===== src/rtl/rf_sequencer_pkg.sv =====
// ---------------------------------------------------------------------------
// rf_sequencer_pkg : op encodings, FSM states and size defaults | rev 1.0
// ---------------------------------------------------------------------------
`default_nettype none

package rf_sequencer_pkg;

  localparam int NREG_DEFAULT  = 8;
  localparam int WIDTH_DEFAULT = 8;
  localparam int IDX_W         = 3;

  typedef enum logic [1:0] {
    OP_ADD = 2'd0,
    OP_SUB = 2'd1,
    OP_AND = 2'd2,
    OP_MOV = 2'd3
  } op_t;

  typedef enum logic [2:0] {
    INIT  = 3'd0,
    IDLE  = 3'd1,
    READ  = 3'd2,
    EXEC  = 3'd3,
    WRITE = 3'd4
  } state_t;

endpackage

`default_nettype wire


===== src/rtl/rf_sequencer_if.sv =====
// ---------------------------------------------------------------------------
// rf_sequencer_if : request/response handshake bundle | rev 1.0
// ---------------------------------------------------------------------------
`default_nettype none

interface rf_sequencer_if #(
  parameter int WIDTH = 8
);
  logic             req_valid;
  logic             req_ready;
  logic [1:0]       req_op;
  logic [2:0]       req_ra;
  logic [2:0]       req_rb;
  logic [2:0]       req_rw;
  logic             rsp_valid;
  logic [WIDTH-1:0] rsp_data;
  logic             rsp_zero;

  modport master (
    output req_valid, req_op, req_ra, req_rb, req_rw,
    input  req_ready, rsp_valid, rsp_data, rsp_zero
  );

  modport slave (
    input  req_valid, req_op, req_ra, req_rb, req_rw,
    output req_ready, rsp_valid, rsp_data, rsp_zero
  );
endinterface

`default_nettype wire


===== src/rtl/rf_seq_alu.sv =====
// ---------------------------------------------------------------------------
// rf_seq_alu : combinational op -> result mapping with zero flag | rev 1.0
// ---------------------------------------------------------------------------
`default_nettype none

module rf_seq_alu
  import rf_sequencer_pkg::*;
#(
  parameter int WIDTH = WIDTH_DEFAULT
) (
  input  op_t              op,
  input  logic [WIDTH-1:0] a,
  input  logic [WIDTH-1:0] b,
  output logic [WIDTH-1:0] result,
  output logic             zero
);

  // All arithmetic wraps at WIDTH bits; no carry/borrow is exported.
  always_comb begin
    result = '0;
    case (op)
      OP_ADD:  result = a + b;
      OP_SUB:  result = a - b;
      OP_AND:  result = a & b;
      OP_MOV:  result = a;
      default: result = '0;
    endcase
    zero = (result == '0);
  end

endmodule

`default_nettype wire


===== src/rtl/rf_sequencer.sv =====
// ---------------------------------------------------------------------------
// rf_sequencer : register-file clear + read/exec/write sequencer | rev 1.0
// ---------------------------------------------------------------------------
`default_nettype none

module rf_sequencer
  import rf_sequencer_pkg::*;
#(
  parameter int NREG  = NREG_DEFAULT,
  parameter int WIDTH = WIDTH_DEFAULT
) (
  input  logic                clock,
  input  logic                reset,
  rf_sequencer_if.slave       bus,
  output logic                init_done,
  output logic                RFWrite,
  output logic [IDX_W-1:0]    regA,
  output logic [IDX_W-1:0]    regB,
  output logic [IDX_W-1:0]    regw,
  output logic [WIDTH-1:0]    dataW,
  input  logic [WIDTH-1:0]    dataA,
  input  logic [WIDTH-1:0]    dataB
);

  localparam logic [IDX_W-1:0] LAST_IDX = IDX_W'(NREG - 1);

  state_t             state;
  state_t             state_nx;
  logic [IDX_W-1:0]   cnt;
  op_t                op_q;
  logic [IDX_W-1:0]   ra_q;
  logic [IDX_W-1:0]   rb_q;
  logic [IDX_W-1:0]   rw_q;
  logic [WIDTH-1:0]   opa_q;
  logic [WIDTH-1:0]   opb_q;
  logic [WIDTH-1:0]   rsp_data_q;
  logic               rsp_zero_q;
  logic [IDX_W-1:0]   regw_q;
  logic [WIDTH-1:0]   dataW_q;
  logic               accept;
  logic               ready;
  logic               rsp_pulse;
  logic [WIDTH-1:0]   alu_res;
  logic               alu_zero;

  rf_seq_alu #(.WIDTH(WIDTH)) u_alu (
    .op     (op_q),
    .a      (opa_q),
    .b      (opb_q),
    .result (alu_res),
    .zero   (alu_zero)
  );

  always_ff @(posedge clock) begin
    if (reset) begin
      state      <= INIT;
      cnt        <= '0;
      init_done  <= 1'b0;
      op_q       <= OP_ADD;
      ra_q       <= '0;
      rb_q       <= '0;
      rw_q       <= '0;
      opa_q      <= '0;
      opb_q      <= '0;
      rsp_data_q <= '0;
      rsp_zero_q <= 1'b0;
      regw_q     <= '0;
      dataW_q    <= '0;
    end else begin
      state   <= state_nx;
      regw_q  <= regw;
      dataW_q <= dataW;
      if (state == INIT) begin
        cnt <= cnt + 1'b1;
        if (cnt == LAST_IDX) begin
          init_done <= 1'b1;
        end
      end
      if (accept) begin
        op_q <= op_t'(bus.req_op);
        ra_q <= bus.req_ra;
        rb_q <= bus.req_rb;
        rw_q <= bus.req_rw;
      end
      if (state == READ) begin
        opa_q <= dataA;
        opb_q <= dataB;
      end
      // Result is frozen here so rsp_data/dataW hold it through WRITE and beyond.
      if (state == EXEC) begin
        rsp_data_q <= alu_res;
        rsp_zero_q <= alu_zero;
      end
    end
  end

  // Strobes are masked by reset so an in-flight WRITE never commits on the reset edge.
  always_comb begin
    state_nx  = state;
    RFWrite   = 1'b0;
    regw      = regw_q;
    dataW     = dataW_q;
    ready     = 1'b0;
    rsp_pulse = 1'b0;
    accept    = 1'b0;
    case (state)
      INIT: begin
        RFWrite = !reset;
        regw    = cnt;
        dataW   = '0;
        if (cnt == LAST_IDX) begin
          state_nx = IDLE;
        end
      end
      IDLE: begin
        ready  = !reset;
        accept = bus.req_valid && !reset;
        if (accept) begin
          state_nx = READ;
        end
      end
      READ: begin
        state_nx = EXEC;
      end
      EXEC: begin
        state_nx = WRITE;
      end
      WRITE: begin
        RFWrite   = !reset;
        regw      = rw_q;
        dataW     = rsp_data_q;
        rsp_pulse = !reset;
        state_nx  = IDLE;
      end
      default: begin
        state_nx = INIT;
      end
    endcase
  end

  assign regA          = ra_q;
  assign regB          = rb_q;
  assign bus.req_ready = ready;
  assign bus.rsp_valid = rsp_pulse;
  assign bus.rsp_data  = rsp_data_q;
  assign bus.rsp_zero  = rsp_zero_q;

endmodule

`default_nettype wire


===== src/flat_wrapper.sv =====
// flat-port wrapper written by rule: the top's interface ports become plain ports
module rf_sequencer_flat import rf_sequencer_pkg::*;
#(
  parameter int NREG  = NREG_DEFAULT,
  parameter int WIDTH = WIDTH_DEFAULT
)
  (clock, reset, init_done, RFWrite, regA, regB, regw, dataW, dataA, dataB, bus_req_valid, bus_req_op, bus_req_ra, bus_req_rb, bus_req_rw, bus_req_ready, bus_rsp_valid, bus_rsp_data, bus_rsp_zero);
  rf_sequencer_if #(.WIDTH(WIDTH)) bus_i ();
  input  logic clock;
  input  logic reset;
  output logic init_done;
  output logic RFWrite;
  output logic [IDX_W-1:0] regA;
  output logic [IDX_W-1:0] regB;
  output logic [IDX_W-1:0] regw;
  output logic [WIDTH-1:0] dataW;
  input  logic [WIDTH-1:0] dataA;
  input  logic [WIDTH-1:0] dataB;
  input wire logic [$bits(bus_i.req_valid)-1:0] bus_req_valid;
  input wire logic [$bits(bus_i.req_op)-1:0] bus_req_op;
  input wire logic [$bits(bus_i.req_ra)-1:0] bus_req_ra;
  input wire logic [$bits(bus_i.req_rb)-1:0] bus_req_rb;
  input wire logic [$bits(bus_i.req_rw)-1:0] bus_req_rw;
  output wire logic [$bits(bus_i.req_ready)-1:0] bus_req_ready;
  output wire logic [$bits(bus_i.rsp_valid)-1:0] bus_rsp_valid;
  output wire logic [$bits(bus_i.rsp_data)-1:0] bus_rsp_data;
  output wire logic [$bits(bus_i.rsp_zero)-1:0] bus_rsp_zero;
  assign bus_i.req_valid = bus_req_valid;
  assign bus_i.req_op = bus_req_op;
  assign bus_i.req_ra = bus_req_ra;
  assign bus_i.req_rb = bus_req_rb;
  assign bus_i.req_rw = bus_req_rw;
  assign bus_req_ready = bus_i.req_ready;
  assign bus_rsp_valid = bus_i.rsp_valid;
  assign bus_rsp_data = bus_i.rsp_data;
  assign bus_rsp_zero = bus_i.rsp_zero;
  rf_sequencer #(.NREG(NREG), .WIDTH(WIDTH)) u_core (.clock(clock), .reset(reset), .bus(bus_i), .init_done(init_done), .RFWrite(RFWrite), .regA(regA), .regB(regB), .regw(regw), .dataW(dataW), .dataA(dataA), .dataB(dataB));
endmodule

===== config.mk =====
export PLATFORM = sky130hd
export DESIGN_NAME = rf_sequencer_flat
export DESIGN_NICKNAME = d
export VERILOG_FILES = /design/src/rtl/rf_sequencer_pkg.sv /design/src/rtl/rf_sequencer_if.sv /design/src/rtl/rf_seq_alu.sv /design/src/rtl/rf_sequencer.sv /design/src/flat_wrapper.sv
export SDC_FILE = /design/constraint.sdc
export NUM_CORES = 1
export LEC_CHECK = 0
export CORE_AREA = 2 2 80 82
export DETAILED_ROUTE_END_ITERATION = 10
export DIE_AREA = 0 0 82 84
export GPL_TIMING_DRIVEN = 0
export PLACE_DENSITY = 0.76
export SLEW_MARGIN = 5
export SYNTH_ARGS = -nofsm -noshare
export SYNTH_HDL_FRONTEND = slang
export SYNTH_SLANG_ARGS = --single-unit

===== constraint.sdc =====
create_clock -name clock -period 2.41 [get_ports clock]
set_input_delay 0.482 -clock clock [delete_from_list [all_inputs] [get_ports clock]]
set_output_delay 0.482 -clock clock [all_outputs]
set_load 0.05 [all_outputs]

# After elaboration in Yosys (flattened, before gate mapping)
# Index checks and enable logic that the tools add are counted.
# Widths: inputs -> output; s select.
[classes]
n_reduce_logical = 8
addsub = 3
bitwise_logic = 1
n_mux = 10
eq_ne = 10
[op_table]
columns = ["cell", "n"]
rows = [
  ["$pmux 8 s4", 1],
  ["$pmux 8 s2", 1],
  ["$pmux 3 s5", 1],
  ["$add 8x8->8", 1],
  ["$and 8x8->8", 1],
  ["$logic_not 8->1", 1],
  ["$sub 8x8->8", 1],
  ["$eq 3x2->1 const B", 2],
  ["$eq 3x3->1 const B", 2],
  ["$mux 3", 2],
  ["$pmux 3 s2", 1],
  ["$eq 2x2->1 const B", 2],
  ["$mux 1", 4],
  ["$reduce_and 2->1", 2],
  ["$add 3x1->3 const B", 1],
  ["$eq 3x1->1 const B", 1],
  ["$logic_not 3->1", 1],
  ["$eq 2x1->1 const B", 1],
  ["$logic_not 2->1", 1],
  ["$ne 2x1->1 const B", 1],
  ["$ne 2x2->1 const B", 1],
  ["$reduce_or 2->1", 1],
  ["$logic_and 1x1->1", 1],
  ["$logic_not 1->1", 1],
]
[word_totals]
in_bits = 30
register_bits = 54
wordCells = 45

# Depth between registers and ports, before layout
# Gate-level depths: netlist (run 1).
[logic_depth]
depth_word = 4
mapped_depth = 12
ltp_nobuf = 11

# Cells and area by module
# Synthesis (run 1) repeated with hierarchy kept, for this count alone.
[hier_totals]
cells_unflattened = 319
area_unflattened_um2 = 2850.2
[by_module_without_submodules]
columns = ["mod", "cells_each", "seq_area_each_um2", "instances", "area_each_um2"]
rows = [
  ["rf_sequencer", 234, 1081.0, 1, 2177.1],
  ["rf_seq_alu", 85, 0.0, 1, 673.1],
]

# Least setup slack after synthesis (run 1)
# OpenSTA, ideal clock, no wires.
[synth_path]
kind = "input to output"
from = "input port reset"
to = "output port bus_req_ready"
required_time_ps = 1928
path_slack_ps = -32
cell_stages = 3
arrival_ps = 1960
n_path_buf = 2
cell_sequence = "clkbuf_1 clkbuf_1 nor3_1"
[synth_between]
elab_chain_cells = 2
[synth_rtl]
columns = ["element", "line", "rtl"]
rows = [
  ["from (decl)", "flat_wrapper.sv:10", "input logic reset;"],
  ["$logic_not 1->1", "rf_sequencer.sv:116", "ready = !reset;"],
  ["$mux 1", "rf_sequencer.sv:106", "case (state)"],
  ["to (decl)", "flat_wrapper.sv:24", "output wire logic [$bits(bus_i.req_ready)-1:0] bus_req_ready;"],
]
# No other way between the ends.

# Worst setup path after layout (run 1)
[layout_path]
from = "register u_core.op_q[0]"
to = "register u_core.rsp_zero_q, in the netlist u_core.bus.rsp_zero"
[layout_between]
elab_chain_cells = 3
elab_cells_between_ends = 6
classes_between = "3 x eq/ne; 1 x mux; 2 x reduce/logical"
[layout_rtl]
columns = ["element", "line", "rtl"]
rows = [
  ["from (decl)", "rf_sequencer.sv:30", "op_t op_q;"],
  ["from (signal assigned)", "rf_sequencer.sv:80", "op_q <= op_t'(bus.req_op);"],
  ["$eq 2x2->1, or another cell as far along", "rf_seq_alu.sv:21", "case (op)"],
  ["$pmux 8 s4 (*)", "rf_seq_alu.sv:21", ""],
  ["$logic_not 8->1 (*)", "rf_seq_alu.sv:28", "zero = (result == '0);"],
  ["to (signal assigned)", "rf_sequencer.sv:92", "rsp_zero_q <= alu_zero;"],
  ["to (decl)", "rf_sequencer.sv:37", "logic rsp_zero_q;"],
]
# Every way passes the cells marked *; elsewhere a longest branch is shown, timed or not.
# A chain may end at the register's enable or synchronous reset.

==> results by group, run 1 <==
Status
  – Status: finished, final reports clean

Power and ir drop
  – Max VDD drop: 297 uV
  – Pwr Density: 426 nW/um2
  – Tot Pwr: 1.59 mW
  – Lkg Pwr: 1.36 nW

Synth
  – Post-synthesis cell count: 336
  – Post-synthesis register bit count: 54
  – Ys async rst share: 0
  – Largest cells by area after synthesis: dfxtp_1, nand2_1, a21oi_1, ha_1, mux2i_1
  – Synth cell count leaders: nand2_1, dfxtp_1, a21oi_1
  – Synth Net Count: 378
  – Yosys synthesis warning count: 0
  – Netlist cell types: 46
  – Most frequent cell after synthesis: nand2_1
  – Post-synth top area cell: dfxtp_1
  – Ys flop type: dfxtp_1
  – Seq/Total Area, Yosys: 0.397
  – Post-synth top area share: 0.397
  – Post-synth EDFFs: 0
  – Netlist Area Pre-Place: 2720 um2
  – Post-Syn Area per Cell: 8.10 um2

Worst hold path
  – Hold worst-path end: u_core.dataW_q[7]
  – HP Class: flop to flop
  – Worst hold path startpoint: u_core.dataW_q[7]
  – Hold Crit Depth: 2

Placed design
  – Hpwl dp: 4800 um
  – IO Port Bufs: between 50 and 60
  – Routability congestion estimate: 0.821
  – Cells after DPL: 472

GRT
  – First-pass GRT wire length: 10900 um
  – Total gr overflow: 0
  – Vias in the first global route: 2393
  – Global Route Usage Sum: 0.200
  – Initial antenna violation count: 0
  – Largest net degree at the start of global routing: 17

Worst setup path
  – Worst path slowest cell: fa_2
  – Critical Path Max Stage Delay: ~0.47 ns
  – R2r setup slk: 0.03 ns
  – Worst reg2reg path startpoint: u_core.op_q[0]
  – Critical path class: flop to flop
  – Crit-path cells: nor2b_4, buf_6, mux2i_4, fa_2, nand2b_1, nand3_2, nor4_2, nand3_1, o41ai_2
  – FF-to-FF path depth: 9
  – CP Launch Type: flop
  – Crit path max fanout: 7
  – Critical Path RT: 2.64 ns
  – Delay-heaviest family, CP: simple AND/OR/NAND/NOR gates
  – Crit path depth: 9
  – CP Buf/Inv Count: 1
  – Critical path arrival: 2.61 ns
  – Crit. End Element: flop
  – R2r endpoint: u_core.bus.rsp_zero

Drt
  – WL/cell: 14.1 um
  – DR vias: 2622
  – Vias/cell: 5.35
  – Routed WL: between 6000 and 7000 um
  – Drt drc: 0
  – Iteration-0 DRC Markers: about 150
  – DR WL met3: 464 um
  – DR top layer: met4
  – DRT Pass-1 Iters: 4
  – Metal2 WL: 3250 um
  – Met1 WL: 3000 um
  – Post-route ant nets: 0

Run
  – Max cap viols: 0

Finish
  – Nets: 455
  – Fill count: 535
  – Antenna diodes: 0
  – Layout cell share with drive strength beyond 1: 0.191
  – Final std cells w/o fill: 490
  – Area grow syn2layout: 37.3%

Floorplanning
  – Die footprint: about 6900 um2
  – # rows: 29
  – Die Y-Extent: 84 um
  – Starting density of the core: 0.446
  – Core Area: 6100 um2
  – Die width: 82 um
  – IO Count: 60

STA
  – Min Tclk post-route: around 2.4 ns
  – Max-slew violations: 0
  – Slew at the pin closest to its max-slew limit: 0.520 ns
  – Worst-case clock skew: 0.00545 ns
  – Fin crit share: 0.987
  – Max_slew headroom: 0.653
  – FMAX: 0.420 GHz
  – Setup violators final: 0
  – RSZ-0062 raised after global routing: true
  – WHS: 0.464 ns
  – Hold Violations, Final: 0
  – Setup TNS: 0 ns

Clocking
  – Clock Latency Late Sink: 0.31 ns
  – Clock sinks: 54
  – TritonCTS clock tree: yes
  – Total CTS buffers: 5
  – # hold bufs at CTS: 0
  – CTS root buf: clkbuf_8
  – CTS max path bufs: 2
  – H-tree levels: 2
  – Clk slew on worst S/H paths: 0.10 ns
==> flip-flops by register name, summed over array words and instances, names as in the netlist <==
name / count
u_core.cnt: 3
u_core.opa_q: 8
u_core.regw_q: 3
u_core.bus.rsp_data: 8
u_core.regA: 3
u_core.op_q: 2
u_core.opb_q: 8
u_core.bus.rsp_zero: 1
u_core.dataW_q: 8
u_core.init_done: 1
u_core.rw_q: 3
u_core.state: 3
u_core.regB: 3
==> report_power, final <==
group	total, mW	switching (mW)	internal [mW]	leakage, nW
clock network	0.505	0.303	0.202	0.0444
logic	0.185	0.0915	0.0934	0.873
registers	0.904	0.00695	0.897	0.441
==> cell usage in the layout (no fill, tap or decap), types with 12 or more instances in the layout <==
cell type	netlist	routed
a21oi_1	35	30
buf_4	1	15
clkdlybuf4s50_1	0	45
dfxtp_1	54	47
nand2_1	69	69
nand2b_1	14	14
nand3_1	14	12
nor2_1	19	16
o21ai_1	16	18
==> stage by stage <==
stage | setup WS (ns) | util | instance area, um2
after floorplan | 0.0417 | - | 2730
after global placement | -0.747 | 0.561 | 3420
after detailed placement | -0.711 | 0.561 | 3420
after CTS | 0.000487 | 0.595 | 3630
after global routing | -0.0898 | 0.613 | 3740
final | 0.0307 | 0.613 | 3740
==> worst reg2reg max path: stages (launching register included) <==
cell	delay [ns]
dfxtp_2	0.35
nor2b_4	0.14
buf_6	0.15
mux2i_4	0.26
fa_2	0.47
nand2b_1	0.13
nand3_2	0.09
nor4_2	0.27
nand3_1	0.12
o41ai_2	0.33
==> cells by family (layout without fill, tap and decap cells) <==
kind of cell	Yosys count	in the layout	synth area share
XOR/XNOR	11	11	0.0354
AO/OA/AOI/OAI	82	82	0.183
buffers and inverters	25	102	0.0446
AND/OR/NAND/NOR	142	142	0.245
multiplexers	10	10	0.0368
adder cells (fa/ha/maj)	12	12	0.0579
flip-flops	54	54	0.397
==> worst max path at each step <==
stage	startpoint	to
floorplan	u_core.opb_q[0]	u_core.bus.rsp_zero
global placement	reset	bus_req_ready
detailed placement	reset	bus_req_ready
CTS	u_core.op_q[0]	u_core.bus.rsp_zero
global route	u_core.op_q[0]	u_core.bus.rsp_zero
finish	u_core.op_q[0]	u_core.bus.rsp_zero
==> routing by layer <==
metal / vias up / global-route usage
li1: 1309 / -
met1: 1212 / 0.263
met2: 84 / 0.322
met3: 17 / 0.0400
met4: 0 / 0.0697
met5: - / 0
==> layout make-up <==
type,instances,area [um2],share of cell area
timing repair buffer,73,694,0.186
tap,77,96.3,0.0258
clock inverter,2,13.8,0.00368
inverter,4,15.0,0.00402
multi-input combinational,257,1650,0.443
sequential,54,1100,0.295
clock buffer,5,68.8,0.0184
buffer,18,91.3,0.0244
==> what timing repair did <==
| item | CTS | global route |
|---|---|---|
| buffers inserted | 10 | 5 |
| pin swaps | 16 | 15 |
| endpoints found under the setup margin | 16 | 14 |
| resized for setup | 62 | 26 |
Note: power is estimated with default switching activity, not from simulation.
==> run 2: changes to the inputs <==
--- a/config.mk
+++ b/config.mk
@@ -10,6 +10,7 @@
 export DIE_AREA = 0 0 82 84
 export GPL_TIMING_DRIVEN = 0
 export PLACE_DENSITY = 0.76
+export SKIP_LAST_GASP = 1
 export SLEW_MARGIN = 5
 export SYNTH_ARGS = -nofsm -noshare
 export SYNTH_HDL_FRONTEND = slang
==> run 2 against run 1 <==
- the run now ends with negative setup slack left
- utilization down 0.80 points
- via count fell by 0.80%
- critical path depth rose by 2
- worst hold slack barely moved
- register-to-register slack worse by 0.11 ns
- cell count unchanged
- critical endpoint unchanged
- highest routed layer unchanged
- sequential power about the same
- setup slack lost 0.11 ns
- sequential share of layout area grew 0.29 points
- clock power about the same
==> results by group, run 2 (synthesis results as in run 1) <==
Finish
  – Antenna diodes: 0 (unchanged)
  – Area grow syn2layout: 35.5% (was 37.3%)
  – Final std cells w/o fill: 490 (unchanged)
  – Most frequent cells in the layout: nand2_1, dfxtp_1, clkdlybuf4s50_1, a21oi_1, o21ai_1 (unchanged)
  – Commonest non-fill, non-tap cell in the layout: nand2_1 (unchanged)
  – Final core occ: 0.605 (was 0.613)
  – Nets: 455 (unchanged)
  – Layout cell share with drive strength beyond 1: 0.177 (was 0.191)
  – Final instance area: 3690 um2 (was 3740 um2)
  – Reg area: 1100 um2 (about the same)
  – Fill count: 559 (was 535)
  – Multi-input logic area: 1600 um2 (was 1650 um2)

Run
  – Max cap viols: 0 (unchanged)

GRT
  – First-pass GRT wire length: 10900 um (unchanged)
  – Total gr overflow: 0 (unchanged)
  – Global Route Usage Sum: 0.200 (unchanged)
  – Largest net degree at the start of global routing: 17 (unchanged)
  – Vias in the first global route: 2393 (unchanged)
  – Initial antenna violation count: 0 (unchanged)

Power and ir drop
  – Lkg Pwr: 1.35 nW (was 1.36 nW)
  – Pwr Density: 432 nW/um2 (was 426 nW/um2)
  – Clock power frac: 0.316 (was 0.317)
  – Net switching power: 401 uW (was 402 uW)
  – Sequential Power Share: 0.568 (was 0.567)
  – Combinational power share: 0.116 (about the same)
  – Tot Pwr: 1.59 mW (about the same)
  – Internal power: 1.19 mW (about the same)
  – Max VDD drop: 297 uV (about the same)
  – Switching Share: 0.252 (about the same)

Drt
  – Post-route ant nets: 0 (unchanged)
  – DR vias: 2601 (was 2622)
  – WL/cell: 13.7 um (was 14.1 um)
  – DRT Pass-1 Iters: 4 (unchanged)
  – Drt drc: 0 (unchanged)
  – Routed WL: 6720 um (was 6900 um)
  – Vias/cell: 5.31 (was 5.35)
  – Iteration-0 DRC Markers: 165 (was 154)

Clocking
  – CTS max path bufs: 2 (unchanged)
  – Clock Latency Late Sink: 0.31 ns (about the same)
  – # hold bufs at CTS: 0 (unchanged)
  – H-tree levels: 2 (unchanged)
  – Clk slew on worst S/H paths: 0.10 ns (about the same)
  – CTS root buf: clkbuf_8 (unchanged)
  – Total CTS buffers: 5 (unchanged)
  – Clock sinks: 54 (unchanged)
  – TritonCTS clock tree: yes (unchanged)

STA
  – Max-slew violations: 0 (unchanged)
  – Worst-case clock skew: 0.00826 ns (was 0.00545 ns)
  – RSZ-0062 raised after global routing: true (unchanged)
  – Min Tclk post-route: 2.49 ns (was 2.38 ns)
  – Setup TNS: -0.0972 ns (was 0 ns)
  – Fin crit share: 1.03 (was 0.987)
  – Setup violators final: 2 (was 0)
  – Final WS setup: -0.0786 ns (was 0.0307 ns)
  – FMAX: 0.402 GHz (was 0.420 GHz)
  – WHS: 0.464 ns (about the same)
  – Slew at the pin closest to its max-slew limit: 0.526 ns (was 0.520 ns)
  – Hold Violations, Final: 0 (unchanged)
  – Max_slew headroom: 0.649 (was 0.653)

Placed design
  – Cells after DPL: 472 (unchanged)
  – Routability congestion estimate: 0.821 (unchanged)
  – Placed inst area: 3420 um2 (unchanged)
  – Place WS: -0.711 ns (unchanged)
  – Hpwl dp: 4800 um (unchanged)
  – IO Port Bufs: 59 (unchanged)

Worst setup path
  – Crit path max fanout: 6 (was 7)
  – Critical path arrival: 2.72 ns (was 2.61 ns)
  – CP Launch Type: flop (unchanged)
  – Critical path class: flop to flop (unchanged)
  – Crit. End Element: flop (unchanged)
  – Critical Path RT: 2.64 ns (about the same)

Floorplanning
  – Starting density of the core: 0.446 (unchanged)
  – Core Area: 6100 um2 (unchanged)
  – Die width: 82 um (unchanged)
  – # rows: 29 (unchanged)
  – Die footprint: 6890 um2 (unchanged)
  – IO Count: 60 (unchanged)
  – Die Y-Extent: 84 um (unchanged)

Status
  – Failing checks: negative setup slack
  – Status: complete, but fails checks (was finished, final reports clean)

Worst hold path
  – HP Class: flop to flop (unchanged)
## run 2: path summary, 6_finish.rpt
| path | depth (start not counted) | slack, ns | from | endpoint |
|---|---|---|---|---|
| worst max-delay path | 11 | -0.08 | u_core.opb_q[0] | u_core.bus.rsp_zero |
| worst min-delay path | 2 | 0.46 | u_core.dataW_q[2] | u_core.dataW_q[2] |
| worst max register to register | 11 | -0.08 | u_core.opb_q[0] | u_core.bus.rsp_zero |
| worst min register to register | 2 | 0.46 | u_core.dataW_q[2] | u_core.dataW_q[2] |
## run 2: critical path, stage by stage, from the launching register on
cell     delay [ns]
dfxtp_4        0.36
buf_4          0.15
nor3_1         0.24
nor2_1         0.09
xnor2_1        0.13
ha_2           0.42
nand4_1        0.16
a21oi_2        0.19
nor3_2         0.06
mux2i_1        0.18
nand2_1        0.10
o41ai_2        0.33
## run 2: timing repair
| action | 4_1_cts | 5_1_grt |
|---|---|---|
| resized for setup | 60 | 14 |
| setup buffers | 10 | 3 |
| setup endpoints to repair | 16 | 14 |
| pin swaps | 16 | 9 |
## run 2: cell type report
class	count	area share
Buffer	20	0.0309
Clock buffer	5	0.0187
Clock inverter	2	0.00373
Inverter	4	0.00407
Multi-Input combinational cell	257	0.435
Sequential cell	54	0.298
Tap cell	77	0.0261
Timing Repair Buffer	71	0.184
## run 2: power by group through the flow
stage,Sequential [mW],Clock (mW),Combinational [mW]
after floorplan,0.930,0,0.0950
after global placement,0.930,0,0.174
after detailed placement,0.930,0,0.175
after CTS,0.905,0.512,0.179
after global routing,0.907,0.544,0.202
final,0.905,0.503,0.185
## run 2: metal layers
metal  global-route usage  part of all wire  vias up
met1                0.263              0.46     1200
li1                     -                 -     1308
met4               0.0697             0.023        0
met2                0.322              0.45       79
met5                    0                 0        -
met3               0.0400             0.066       14
==> run 3: changes to the inputs <==
==> constraint.sdc (replaced) <==
create_clock -name clock -period 2.41 [get_ports clock]
set_input_delay 0.6025 -clock clock [delete_from_list [all_inputs] [get_ports clock]]
set_output_delay 0.6025 -clock clock [all_outputs]
set_load 0.05 [all_outputs]
==> run 3 against run 2 <==
- clock skew decreased by 0.00099 ns
- the flow still finishes with violations (negative setup slack)
- clock power is essentially flat
- sequential power about the same
- flip-flop and latch count did not move
- final area grew 1.7%
- via count is 0.23% higher
==> results by group, run 3 (synthesis results as in run 1) <==
Status
  – Status: complete, but fails checks (unchanged)
  – Failing checks: negative setup slack (unchanged)

Drt
  – Post-route ant nets: 0 (unchanged)
  – DRT Pass-1 Iters: 4 (unchanged)
  – Drt drc: 0 (unchanged)
  – Routed WL: 6980 um (was 6720 um)
  – WL/cell: 14.2 um (was 13.7 um)
  – Iteration-0 DRC Markers: 195 (was 165)
  – DR vias: 2607 (was 2601)
  – Vias/cell: 5.29 (was 5.31)

Power and ir drop
  – Pwr Density: 427 nW/um2 (was 432 nW/um2)
  – Lkg Pwr: 1.40 nW (was 1.35 nW)
  – Max VDD drop: 296 uV (was 297 uV)

Worst setup path
  – Crit. End Element: flop (unchanged)
  – Crit path max fanout: 7 (was 6)
  – Critical path class: flop to flop (unchanged)
  – FF-to-FF path depth: 11 (unchanged)
  – CP Launch Type: flop (unchanged)
  – Critical path arrival: 2.70 ns (was 2.72 ns)
  – R2r setup slk: -0.07 ns (was -0.08 ns)
  – Worst reg2reg path startpoint: u_core.op_q[0] (was u_core.opb_q[0])
  – Critical Path RT: 2.63 ns (was 2.64 ns)
  – R2r endpoint: u_core.bus.rsp_zero (unchanged)

Floorplanning
  – Starting density of the core: 0.446 (unchanged)
  – IO Count: 60 (unchanged)
  – Die footprint: 6890 um2 (unchanged)
  – Die width: 82 um (unchanged)
  – Die Y-Extent: 84 um (unchanged)
  – Core Area: 6100 um2 (unchanged)
  – # rows: 29 (unchanged)

Finish
  – Final core occ: 0.615 (was 0.605)
  – Nets: 458 (was 455)
  – Layout cell share with drive strength beyond 1: 0.209 (was 0.177)
  – Commonest non-fill, non-tap cell in the layout: nand2_1 (unchanged)
  – Antenna diodes: 0 (unchanged)
  – Area grow syn2layout: 37.8% (was 35.5%)
  – Most frequent cells in the layout: nand2_1, dfxtp_1, clkdlybuf4s50_1, a21oi_1 (was nand2_1, dfxtp_1, clkdlybuf4s50_1, a21oi_1, o21ai_1)

GRT
  – First-pass GRT wire length: 11200 um (was 10900 um)
  – Vias in the first global route: 2450 (was 2393)
  – Total gr overflow: 0 (unchanged)
  – Largest net degree at the start of global routing: 17 (unchanged)
  – Initial antenna violation count: 0 (unchanged)
  – Global Route Usage Sum: 0.207 (was 0.200)

Clocking
  – Clock Latency Late Sink: 0.31 ns (about the same)
  – TritonCTS clock tree: yes (unchanged)
  – Clock sinks: 54 (unchanged)
  – H-tree levels: 2 (unchanged)
  – Total CTS buffers: 5 (unchanged)
  – CTS root buf: clkbuf_8 (unchanged)
  – Clk slew on worst S/H paths: 0.10 ns (about the same)
  – CTS max path bufs: 2 (unchanged)

STA
  – FMAX: 0.403 GHz (was 0.402 GHz)
  – Worst-case clock skew: 0.00727 ns (was 0.00826 ns)
  – Slew at the pin closest to its max-slew limit: 0.545 ns (was 0.526 ns)
  – Hold Violations, Final: 0 (unchanged)
  – Fin crit share: 1.03 (about the same)
  – Min Tclk post-route: 2.48 ns (was 2.49 ns)
  – RSZ-0062 raised after global routing: true (unchanged)
  – Final WS setup: -0.0714 ns (was -0.0786 ns)
  – Max-slew violations: 0 (unchanged)
  – Setup TNS: -0.194 ns (was -0.0972 ns)
  – Max_slew headroom: 0.637 (was 0.649)
  – Setup violators final: 3 (was 2)

Worst hold path
  – Worst hold path startpoint: u_core.dataW_q[0] (was u_core.dataW_q[2])
  – Hold Crit Depth: 2 (unchanged)
  – HP Class: flop to flop (unchanged)
  – Hold worst-path end: u_core.dataW_q[0] (was u_core.dataW_q[2])

Run
  – Max cap viols: 0 (unchanged)

Placed design
  – Hpwl dp: 4800 um (unchanged)
  – Routability congestion estimate: 0.821 (unchanged)
  – IO Port Bufs: 59 (unchanged)
## run 3: cell count changes in the layout (fill, tap and decap cells not counted), moves of 3 or more
| cell | delta |
|---|---|
| buf_2 | +5 |
| ha_4 | +3 |
| clkdlybuf4s15_2 | -5 |
| buf_4 | +5 |
## run 3: layer usage
| layer | vias up | global-route usage | wire length, um |
|---|---|---|---|
| li1 | 1317 | - | - |
| met1 | 1189 | 0.268 | 3170 |
| met2 | 88 | 0.335 | 3250 |
| met3 | 13 | 0.0422 | 424 |
| met4 | 0 | 0.0758 | 134 |
| met5 | - | 0 | 0 |
## run 3: worst max-delay path by stage
stage | depth (start not counted) | end | from
3_5_place_dp | 5 | bus_req_ready | reset
5_1_grt | 11 | u_core.bus.rsp_zero | u_core.op_q[0]
6_report | 11 | u_core.bus.rsp_zero | u_core.op_q[0]
3_3_place_gp | 5 | bus_req_ready | reset
2_1_floorplan | 10 | u_core.bus.rsp_zero | u_core.opb_q[0]
4_1_cts | 5 | dataW[7] | u_core.state[2]
## run 3: where the power goes
part           leakage, nW  switching (mW)  internal (mW)
registers            0.441         0.00696          0.898
logic                0.911          0.0958         0.0993
clock network       0.0444           0.299          0.202
total                 1.40           0.401           1.20
## run 3: stage by stage
stage | setup WS, ns | instance area [um2] | instances | total power [mW] | hold WS [ns]
after floorplan | 0.0417 | 2730 | 336 | 1.03 | 0.440
after global placement | -0.988 | 3420 | 472 | 1.10 | 0.448
after detailed placement | -0.952 | 3420 | 472 | 1.11 | 0.453
after CTS | -0.0501 | 3670 | 490 | 1.60 | 0.467
after global routing | -0.232 | 3750 | 493 | 1.66 | 0.482
final | -0.0714 | 3750 | 493 | 1.60 | 0.463
## run 3: layout make-up
class,instances,area [um2]
plain buffers,17,93.8
clock buffers,5,68.8
clock inverters,2,13.8
fillers,529,2340
inverters,4,15.0
multi-input cells,257,1670
flip-flops and latches,54,1100
well taps,77,96.3
repair buffers,77,689
## run 3: timing repair
action / 4_1_cts / 5_1_grt
gates resized for setup: 86 / 29
setup buffers: 13 / 5
setup endpoints to repair: 16 / 10
hold buffers: 0 / 0
pin swaps: 20 / 17
## run 3: worst max-delay path: stages, from the launching register on
cell and delay (ns):
dfxtp_2 0.34, nor2b_4 0.28, buf_6 0.14, a21oi_2 0.04
xnor2_1 0.24, ha_1 0.34, a21oi_2 0.16, nand3_2 0.09
o21ba_4 0.23, mux2i_2 0.17, nand2_1 0.09, o41ai_2 0.27
